### src/rtl/ctr_game_player.sv
`default_nettype none
// ============================================================================
//  Module      : ctr_game_player
//  Description : Player/referee for the counter-game interface. Drives the
//                counter's control code, init strobe and load value, counts
//                win/lose events per match, keeps match scoreboards and
//                raises sticky flags when the counter breaks the protocol.
//  Revision    : 1.0 - initial release
// ============================================================================
module ctr_game_player #(
    parameter int GOAL    = 15,
    parameter int CNT_W   = 4,
    parameter int MATCH_W = 8
) (
    input  logic               clock,
    input  logic               reset,
    input  logic               start,
    input  logic               stop,
    input  logic               use_init,
    input  logic [3:0]         start_value,
    input  logic [1:0]         strategy,
    input  logic [1:0]         fixed_control,
    input  logic               winner,
    input  logic               loser,
    input  logic               gameover,
    input  logic [1:0]         who,
    output logic [1:0]         control,
    output logic               init,
    output logic [3:0]         initial_value,
    output logic               busy,
    output logic [CNT_W-1:0]   win_events,
    output logic [CNT_W-1:0]   lose_events,
    output logic [MATCH_W-1:0] matches_won,
    output logic [MATCH_W-1:0] matches_lost,
    output logic               match_done,
    output logic               err_pulse,
    output logic               err_both,
    output logic               err_who
);

    // ------------------------------------------------------------------------
    // Encodings
    // ------------------------------------------------------------------------
    localparam logic [1:0] S_IDLE  = 2'd0;
    localparam logic [1:0] S_LOAD  = 2'd1;
    localparam logic [1:0] S_PLAY  = 2'd2;
    localparam logic [1:0] S_DRAIN = 2'd3;

    localparam logic [1:0] STRAT_FIXED = 2'b00;
    localparam logic [1:0] STRAT_UP2   = 2'b01;
    localparam logic [1:0] STRAT_DOWN2 = 2'b10;
    localparam logic [1:0] STRAT_RR    = 2'b11;

    localparam logic [1:0] CTRL_UP1   = 2'b00;
    localparam logic [1:0] CTRL_UP2   = 2'b01;
    localparam logic [1:0] CTRL_DOWN2 = 2'b11;

    localparam logic [1:0] WHO_LOSE = 2'b01;
    localparam logic [1:0] WHO_WIN  = 2'b10;

    localparam logic [CNT_W-1:0]   CNT_MAX   = '1;
    localparam logic [CNT_W-1:0]   GOAL_C    = CNT_W'(GOAL);
    localparam logic [CNT_W-1:0]   CNT_ONE   = CNT_W'(1);
    localparam logic [MATCH_W-1:0] MATCH_ONE = MATCH_W'(1);

    // ------------------------------------------------------------------------
    // State and registers
    // ------------------------------------------------------------------------
    logic [1:0]         state_q,        state_d;
    logic [1:0]         strategy_q,     strategy_d;
    logic [1:0]         rr_idx_q,       rr_idx_d;
    logic               stop_pending_q, stop_pending_d;
    logic               prev_winner_q,  prev_winner_d;
    logic               prev_loser_q,   prev_loser_d;

    logic [1:0]         control_q,       control_d;
    logic               init_q,          init_d;
    logic [3:0]         initial_value_q, initial_value_d;
    logic               busy_q,          busy_d;
    logic [CNT_W-1:0]   win_events_q,    win_events_d;
    logic [CNT_W-1:0]   lose_events_q,   lose_events_d;
    logic [MATCH_W-1:0] matches_won_q,   matches_won_d;
    logic [MATCH_W-1:0] matches_lost_q,  matches_lost_d;
    logic               match_done_q,    match_done_d;
    logic               err_pulse_q,     err_pulse_d;
    logic               err_both_q,      err_both_d;
    logic               err_who_q,       err_who_d;

    // Event counts including this cycle's pulses, saturating at the top.
    logic [CNT_W-1:0]   w_win_eff;
    logic [CNT_W-1:0]   w_lose_eff;
    logic               w_checking;
    logic               w_who_illegal;
    logic               w_stop_now;
    logic [1:0]         w_rr_cur;

    assign w_win_eff  = (winner && (win_events_q  != CNT_MAX)) ? win_events_q  + CNT_ONE
                                                               : win_events_q;
    assign w_lose_eff = (loser  && (lose_events_q != CNT_MAX)) ? lose_events_q + CNT_ONE
                                                               : lose_events_q;
    assign w_checking    = (state_q == S_PLAY) || (state_q == S_DRAIN);
    assign w_who_illegal = gameover && (who != WHO_WIN) && (who != WHO_LOSE);
    // A stop arriving during DRAIN itself still ends the session there.
    assign w_stop_now    = stop_pending_q || stop;
    // Round-robin restarts from code 00 on the first PLAY cycle after LOAD.
    assign w_rr_cur      = (state_q == S_LOAD) ? 2'd0 : rr_idx_q;

    // State register and every other flop, synchronous active-high reset
    always_ff @(posedge clock) begin
        if (reset) begin
            state_q         <= S_IDLE;
            strategy_q      <= 2'd0;
            rr_idx_q        <= 2'd0;
            stop_pending_q  <= 1'b0;
            prev_winner_q   <= 1'b0;
            prev_loser_q    <= 1'b0;
            control_q       <= 2'd0;
            init_q          <= 1'b0;
            initial_value_q <= 4'd0;
            busy_q          <= 1'b0;
            win_events_q    <= '0;
            lose_events_q   <= '0;
            matches_won_q   <= '0;
            matches_lost_q  <= '0;
            match_done_q    <= 1'b0;
            err_pulse_q     <= 1'b0;
            err_both_q      <= 1'b0;
            err_who_q       <= 1'b0;
        end else begin
            state_q         <= state_d;
            strategy_q      <= strategy_d;
            rr_idx_q        <= rr_idx_d;
            stop_pending_q  <= stop_pending_d;
            prev_winner_q   <= prev_winner_d;
            prev_loser_q    <= prev_loser_d;
            control_q       <= control_d;
            init_q          <= init_d;
            initial_value_q <= initial_value_d;
            busy_q          <= busy_d;
            win_events_q    <= win_events_d;
            lose_events_q   <= lose_events_d;
            matches_won_q   <= matches_won_d;
            matches_lost_q  <= matches_lost_d;
            match_done_q    <= match_done_d;
            err_pulse_q     <= err_pulse_d;
            err_both_q      <= err_both_d;
            err_who_q       <= err_who_d;
        end
    end

    // Next-state logic: session flow IDLE -> LOAD -> PLAY <-> DRAIN -> IDLE
    always_comb begin
        state_d = state_q;
        case (state_q)
            S_IDLE:  if (start)    state_d = S_LOAD;
            S_LOAD:                state_d = S_PLAY;
            S_PLAY:  if (gameover) state_d = S_DRAIN;
            S_DRAIN: state_d = w_stop_now ? S_IDLE : S_PLAY;
            default:               state_d = S_IDLE;
        endcase
    end

    // Registered interface outputs, computed for the state being entered
    always_comb begin
        control_d       = CTRL_UP1;
        init_d          = 1'b0;
        initial_value_d = 4'd0;
        rr_idx_d        = rr_idx_q;
        busy_d          = (state_d != S_IDLE);

        if (state_d == S_LOAD) begin
            init_d          = use_init;
            initial_value_d = start_value;
        end

        if (state_d == S_PLAY) begin
            rr_idx_d = w_rr_cur + 2'd1;
            case (strategy_q)
                STRAT_FIXED: control_d = fixed_control;
                STRAT_UP2:   control_d = CTRL_UP2;
                STRAT_DOWN2: control_d = CTRL_DOWN2;
                STRAT_RR:    control_d = w_rr_cur;
                default:     control_d = CTRL_UP1;
            endcase
        end
    end

    // Session capture, stop tracking, event and match scoreboards
    always_comb begin
        strategy_d     = strategy_q;
        win_events_d   = win_events_q;
        lose_events_d  = lose_events_q;
        matches_won_d  = matches_won_q;
        matches_lost_d = matches_lost_q;
        match_done_d   = 1'b0;

        case (state_q)
            S_IDLE: begin
                if (start) begin
                    strategy_d    = strategy;
                    win_events_d  = '0;
                    lose_events_d = '0;
                end
            end
            S_PLAY: begin
                win_events_d  = w_win_eff;
                lose_events_d = w_lose_eff;
                if (gameover) begin
                    match_done_d = 1'b1;
                    if (who == WHO_WIN)  matches_won_d  = matches_won_q  + MATCH_ONE;
                    if (who == WHO_LOSE) matches_lost_d = matches_lost_q + MATCH_ONE;
                end
            end
            S_DRAIN: begin
                // Counter is resetting alongside us; next match starts from zero.
                win_events_d  = '0;
                lose_events_d = '0;
            end
            default: begin
            end
        endcase

        // Pending stop is dropped on IDLE entry and ignored while idle.
        if (state_d == S_IDLE)
            stop_pending_d = 1'b0;
        else if ((state_q != S_IDLE) && stop)
            stop_pending_d = 1'b1;
        else
            stop_pending_d = stop_pending_q;
    end

    // Protocol checks on the counter's outputs; flags stick until start/reset
    always_comb begin
        err_pulse_d   = err_pulse_q;
        err_both_d    = err_both_q;
        err_who_d     = err_who_q;
        prev_winner_d = w_checking && winner;
        prev_loser_d  = w_checking && loser;

        if ((state_q == S_IDLE) && start) begin
            err_pulse_d = 1'b0;
            err_both_d  = 1'b0;
            err_who_d   = 1'b0;
        end

        if (w_checking) begin
            if ((winner && prev_winner_q) || (loser && prev_loser_q))
                err_pulse_d = 1'b1;
            if (winner && loser)
                err_both_d = 1'b1;
            if (w_who_illegal)
                err_who_d = 1'b1;
        end

        // Count-based checks only make sense while events are being counted.
        if (state_q == S_PLAY) begin
            if (gameover && (who == WHO_WIN) && (w_win_eff != GOAL_C))
                err_who_d = 1'b1;
            if (gameover && (who == WHO_LOSE) && (w_lose_eff != GOAL_C))
                err_who_d = 1'b1;
            if (!gameover && winner && (w_win_eff == GOAL_C))
                err_who_d = 1'b1;
            if (!gameover && loser && (w_lose_eff == GOAL_C))
                err_who_d = 1'b1;
        end
    end

    assign control       = control_q;
    assign init          = init_q;
    assign initial_value = initial_value_q;
    assign busy          = busy_q;
    assign win_events    = win_events_q;
    assign lose_events   = lose_events_q;
    assign matches_won   = matches_won_q;
    assign matches_lost  = matches_lost_q;
    assign match_done    = match_done_q;
    assign err_pulse     = err_pulse_q;
    assign err_both      = err_both_q;
    assign err_who       = err_who_q;

endmodule
`default_nettype wire

### config.mk
export PLATFORM = sky130hd
export DESIGN_NAME = ctr_game_player
export DESIGN_NICKNAME = d
export VERILOG_FILES = /design/src/rtl/ctr_game_player.sv
export SDC_FILE = /design/constraint.sdc
export NUM_CORES = 1
export LEC_CHECK = 0
export ABC_CLOCK_PERIOD_IN_PS = 1800
export BUFFER_PORTS_ARGS = -buffer_cell sky130_fd_sc_hd__buf_2
export CAP_MARGIN = 20
export CORE_MARGIN = 10
export CORE_UTILIZATION = 47
export CTS_CLUSTER_DIAMETER = 30
export DETAILED_ROUTE_END_ITERATION = 6
export PLACE_DENSITY = 0.71
export SLEW_MARGIN = 15
export SYNTH_ARGS = -nofsm -noshare
export SYNTH_HDL_FRONTEND = slang
export SYNTH_SLANG_ARGS = --single-unit
### constraint.sdc
create_clock -name clock -period 1.8 [get_ports clock]
set_input_delay 0.18 -clock clock [delete_from_list [all_inputs] [get_ports clock]]
set_output_delay 0.18 -clock clock [all_outputs]
set_load 0.005 [all_outputs]
After elaboration in Yosys (flattened, before gate mapping)
Index checks and enable logic that the tools add are counted.
{"block": "classes", "reduce_logical": 37, "addsub": 5, "n_bitwise": 3, "n_eq_ne": 19, "mux": 26}
{"operator": "$pmux W4 S3", "n": 2}
{"operator": "$logic_and A1 B1 Y1", "n": 19}
{"operator": "$add A8 B1 Y8 const B", "n": 2}
{"operator": "$ne A4 B4 Y1 const B", "n": 4}
{"operator": "$pmux W2 S4", "n": 2}
{"operator": "$mux W1", "n": 15}
{"operator": "$eq A2 B2 Y1 const B", "n": 6}
{"operator": "$mux W4", "n": 3}
{"operator": "$add A4 B1 Y4 const B", "n": 2}
{"operator": "$eq A2 B1 Y1 const B", "n": 4}
{"operator": "$eq A4 B4 Y1 const B", "n": 2}
{"operator": "$mux W2", "n": 4}
{"operator": "$reduce_or A2 Y1", "n": 4}
{"operator": "$logic_not A2 Y1", "n": 3}
{"operator": "$reduce_and A3 Y1", "n": 2}
{"operator": "$ne A2 B2 Y1 const B", "n": 2}
{"operator": "$reduce_and A2 Y1", "n": 2}
{"operator": "$reduce_bool A2 Y1", "n": 2}
{"operator": "$logic_or A1 B1 Y1", "n": 3}
{"operator": "$not A1 Y1", "n": 3}
{"operator": "$reduce_bool A3 Y1", "n": 1}
{"operator": "$add A2 B1 Y2 const B", "n": 1}
{"operator": "$ne A2 B1 Y1 const B", "n": 1}
{"operator": "$logic_not A1 Y1", "n": 1}
{"block": "word_totals", "wordCells": 108, "register_bits": 45, "output_inout_bits": 36, "input_bits": 18}

Depth between registers and ports, before layout
{"block": "logic_depth", "ltp_word": 10, "ltp_mapped": 7, "depth_no_buf": 6}

Worst setup path after synthesis
No wires, ideal clock.
{"block": "synth_path", "kind": "reg-to-reg", "from": "reg win_events_q[0], in the netlist win_events[0]", "to": "reg err_who_q, in the netlist err_who", "arrival_ns": 1.762, "path_buffers": 0, "t_required_ns": 1.714, "period_less_slack_ns": 1.847, "path_slack_ns": -0.047, "stages_incl_launch_ff": 7, "setup_ns": 0.086, "cell_sequence": "dfxtp_1 ha_1 nand2b_1 and3_1 o311ai_1 mux2_2 a211oi_1"}
{"block": "synth_via", "elab_chain_len": 10, "word_cells_on_any_way": 13, "classes_between": "add/sub: 1; eq/ne: 3; mux: 6; reduce/logical: 3"}
{"item": "start: declaration", "line": "80", "text": "logic [CNT_W-1:0] win_events_q, win_events_d;"}
{"item": "start signal: assignment", "line": "140", "text": "win_events_q <= win_events_d;"}
{"item": "parallel branches: the longest is 2 deep, another holds $add A4 B1 Y4"}
{"item": "$mux W4 (*)", "line": "97", "text": "assign w_win_eff = (winner && (win_events_q != CNT_MAX)) ? win_events_q + CNT_ONE"}
{"item": "$ne A4 B4 Y1", "line": "257", "text": "if (gameover && (who == WHO_WIN) && (w_win_eff != GOAL_C))"}
{"item": "$logic_and A1 B1 Y1", "line": "257"}
{"item": "$mux W1", "line": "257"}
{"item": "$mux W1", "line": "259", "text": "if (gameover && (who == WHO_LOSE) && (w_lose_eff != GOAL_C))"}
{"item": "$mux W1 (*)", "line": "261", "text": "if (!gameover && winner && (w_win_eff == GOAL_C))"}
{"item": "$mux W1 (*)", "line": "263", "text": "if (!gameover && loser && (w_lose_eff == GOAL_C))"}
{"item": "$mux W1 (*)", "line": "256", "text": "if (state_q == S_PLAY) begin"}
{"item": "end signal: assignment", "line": "147", "text": "err_who_q <= err_who_d;"}
{"item": "end: declaration", "line": "87", "text": "logic err_who_q, err_who_d;"}
Every way passes the cells marked *.
A chain may end at the register's enable or synchronous reset.

Final worst setup path
Same ends and word-level chain as after synthesis.

==> impl_metrics.env <==
export IMPL_hold_depth=2
export IMPL_num_nets_final=319
export IMPL_drc=0
export IMPL_clockBufferDepth=2
export IMPL_h_tree_depth=2
export IMPL_finalClockSkew_ns=0.00596
export IMPL_place_area_um2=2430
export IMPL_fp_dieArea_um2=7480
export IMPL_finalSetupViolCount=0
export IMPL_final_hold_violation_count=0
export IMPL_synth_most_common_cell="dfxtp_1"
export IMPL_leakagePower_uw=0.00118
export IMPL_critPathRequiredTime_ns=2.02
export IMPL_drt_wirelength_per_cell_um=13.8
export IMPL_stdcell_area_um2=2600
export IMPL_min_delay_start="start_value[3]"
export IMPL_path_clk_slew_ns=0.08
export IMPL_outcome="finished, final reports clean"
export IMPL_port_buffers=53
export IMPL_synth_area_leaders="dfxtp_1 43%, a21oi_1 5.1%, nor2_1 4.7%"
export IMPL_drtIter0Drc=85
export IMPL_yosys_area_top_type="dfxtp_1"
export IMPL_cap_violations=0
export IMPL_rr_startpoint="win_events[0]$_SDFFE_PP0P_"
export IMPL_gr_total_overflow=0
export IMPL_totalPowerFinal_uw=2050
export IMPL_detail_route_antenna_nets=0
export IMPL_final_min_clock_period_ns=1.74
export IMPL_period_share_pct=96.7
export IMPL_ir_drop_v=0.000431
export IMPL_synth_warnings=0
export IMPL_drt_first_pass_iters=4
export IMPL_grt_max_degree=36
export IMPL_hpwl_um=3560
export IMPL_crit_type="reg2reg"
export IMPL_hold_end="initial_value[3]$_SDFF_PP0_"
export IMPL_r2r_cells=6
export IMPL_core_area_um2=4320
export IMPL_synth_edf_count=0
export IMPL_relSlewSlack_pct=69.8
export IMPL_synth_seq_cells=45
export IMPL_die_y_um=86.5
export IMPL_n_antenna_cell=0
export IMPL_die_w_um=86.5
export IMPL_synth_seq_area_share_pct=43.4
export IMPL_n_fill_cell=404
export IMPL_antenna_found_initial=0
export IMPL_worst_pin_slew_ns=0.452
export IMPL_fmax_mhz=575
export IMPL_grt_pass1_wl_um=8090
export IMPL_ys_async_sr_fraction_pct=0
export IMPL_hold_class="in2reg"
export IMPL_start_util_pct=48.0
export IMPL_endpoint_kind="flop"
export IMPL_netlist_area_um2=2080
export IMPL_io_pins=54
export IMPL_ys_types=43
export IMPL_slew_violations=0
export IMPL_synthTopCellsByCount="45 x dfxtp_1, 26 x nor2_1, 21 x a21oi_1"
export IMPL_cp_start_kind="flop"
export IMPL_cts_hold_buf=0
export IMPL_areaGrowthSynthToFinish_pct=25.1
export IMPL_path_max_fanout=3
export IMPL_r2r_end="err_who$_SDFF_PP0_"
export IMPL_root_buffer="clkbuf_8"
export IMPL_drive_gt1_share_pct=29.9
export IMPL_vias_per_cell=5.29
export IMPL_row_count=24
export IMPL_post_cts_buffers=0
export IMPL_num_vias=1853
export IMPL_gp_congestion=0.812
export IMPL_syn_avg_cell_area_um2=8.73
export IMPL_power_density_nw_per_um2=789
export IMPL_cts_sinks=45
export IMPL_track_usage_pct=12.8
export IMPL_r2r_slack_ns=0.06
export IMPL_synthesis_nets=260
export IMPL_cts_tree="built"
export IMPL_synthCells=238
export IMPL_setup_tns_ns=0
export IMPL_cts_buffers=5
export IMPL_synth_flop_cell="dfxtp_1"
export IMPL_first_global_vias=1799
export IMPL_arrival_ns=1.96
export IMPL_synth_top_area_share_pct=43.4
export IMPL_wl_um=4820
export IMPL_clock_latency_ns=0.30
## layout by cell type (no fill, tap or decap), types with 4 or more instances in the layout
master     n
xor2_1     7
nor2b_1    5
nand3_1    6
a21oi_1   21
o21ai_0    6
nand2_1   20
mux2i_1    5
or3_1      5
nand2b_1   4
clkbuf_8   6
nor2_1    26
nand4_1    9
buf_4     11
dfxtp_1   45
and2_1     8
buf_2     53
inv_1      8
## worst max-delay path by stage
stage          cells after the start                  to  slack [ns]                  startpoint
6_report                           6  err_who$_SDFF_PP0_        0.06  win_events[0]$_SDFFE_PP0P_
3_3_place_gp                       6  err_who$_SDFF_PP0_        0.05  win_events[0]$_SDFFE_PP0P_
5_1_grt                            6  err_who$_SDFF_PP0_       -0.02  win_events[0]$_SDFFE_PP0P_
4_1_cts                            6  err_who$_SDFF_PP0_       0.008  win_events[0]$_SDFFE_PP0P_
3_5_place_dp                       6  err_who$_SDFF_PP0_        0.03  win_events[0]$_SDFFE_PP0P_
2_1_floorplan                      6  err_who$_SDFF_PP0_       0.002  win_events[0]$_SDFFE_PP0P_
## critical path: stages (launching register included)
cell and delay [ns]:
dfxtp_1 0.32, ha_2 0.21, nand2b_4 0.15, and3_4 0.19
o311ai_4 0.27, mux2_4 0.33, a211oi_2 0.20
## layer usage
layer  up-vias  wire, um  global-route usage, %
li1        952         -                      -
met1       850      2300                   16.2
met2        46      2160                   19.8
met3         5       337                   5.53
met4         0        27                   2.65
met5         -         0                      0
## where the power goes
group / switching, uW / internal (uW)
combinational: 120 / 98.1
clock: 335 / 451
sequential: 21.2 / 1030
## flip-flops by register name (all words and copies together) (netlist names)
name	flops
busy	1
err_pulse	1
win_events	4
matches_won	8
control	2
init	1
match_done	1
stop_pending_q	1
strategy_q	2
err_who	1
rr_idx_q	2
state_q	2
lose_events	4
prev_winner_q	1
matches_lost	8
initial_value	4
err_both	1
prev_loser_q	1
## logic make-up (layout without fill, tap and decap cells)
family / Yosys count / in the layout / synth area share, %
multiplexers: 9 / 9 / 4.58
XOR/XNOR: 10 / 10 / 4.22
buffers and inverters: 20 / 80 / 4.64
adder cells (fa/ha/maj): 4 / 4 / 2.41
AND/OR/NAND/NOR: 102 / 102 / 26.1
flip-flops: 45 / 45 / 43.4
AO/OA/AOI/OAI: 48 / 48 / 14.6
## cell type report
cell class	instances	area (um2)	share of cell area, %
multi-input cells	173	1130	43.7
flip-flops and latches	45	901	34.7
inverters	8	30.0	1.16
well taps	52	65.1	2.50
clock inverters	2	37.5	1.44
clock buffers	6	82.6	3.18
repair buffers	64	348	13.4
## metrics by stage
stage                     instances  util [%]  setup slack (ns)  hold WS, ns
final                           350      60.1            0.0597       0.0777
after global routing            350      60.1           -0.0244       0.0688
after CTS                       350      58.9           0.00776       0.0690
after detailed placement        342      56.1            0.0310        0.387
after global placement          342      56.1            0.0543        0.385
after floorplan                 238         -           0.00233        0.302
## what timing repair did
item,4_1_cts,5_1_grt
pin swaps,1,1
endpoints found under the setup margin,1,1
resized for setup,0,9
Power figures use the tool's default switching activity.
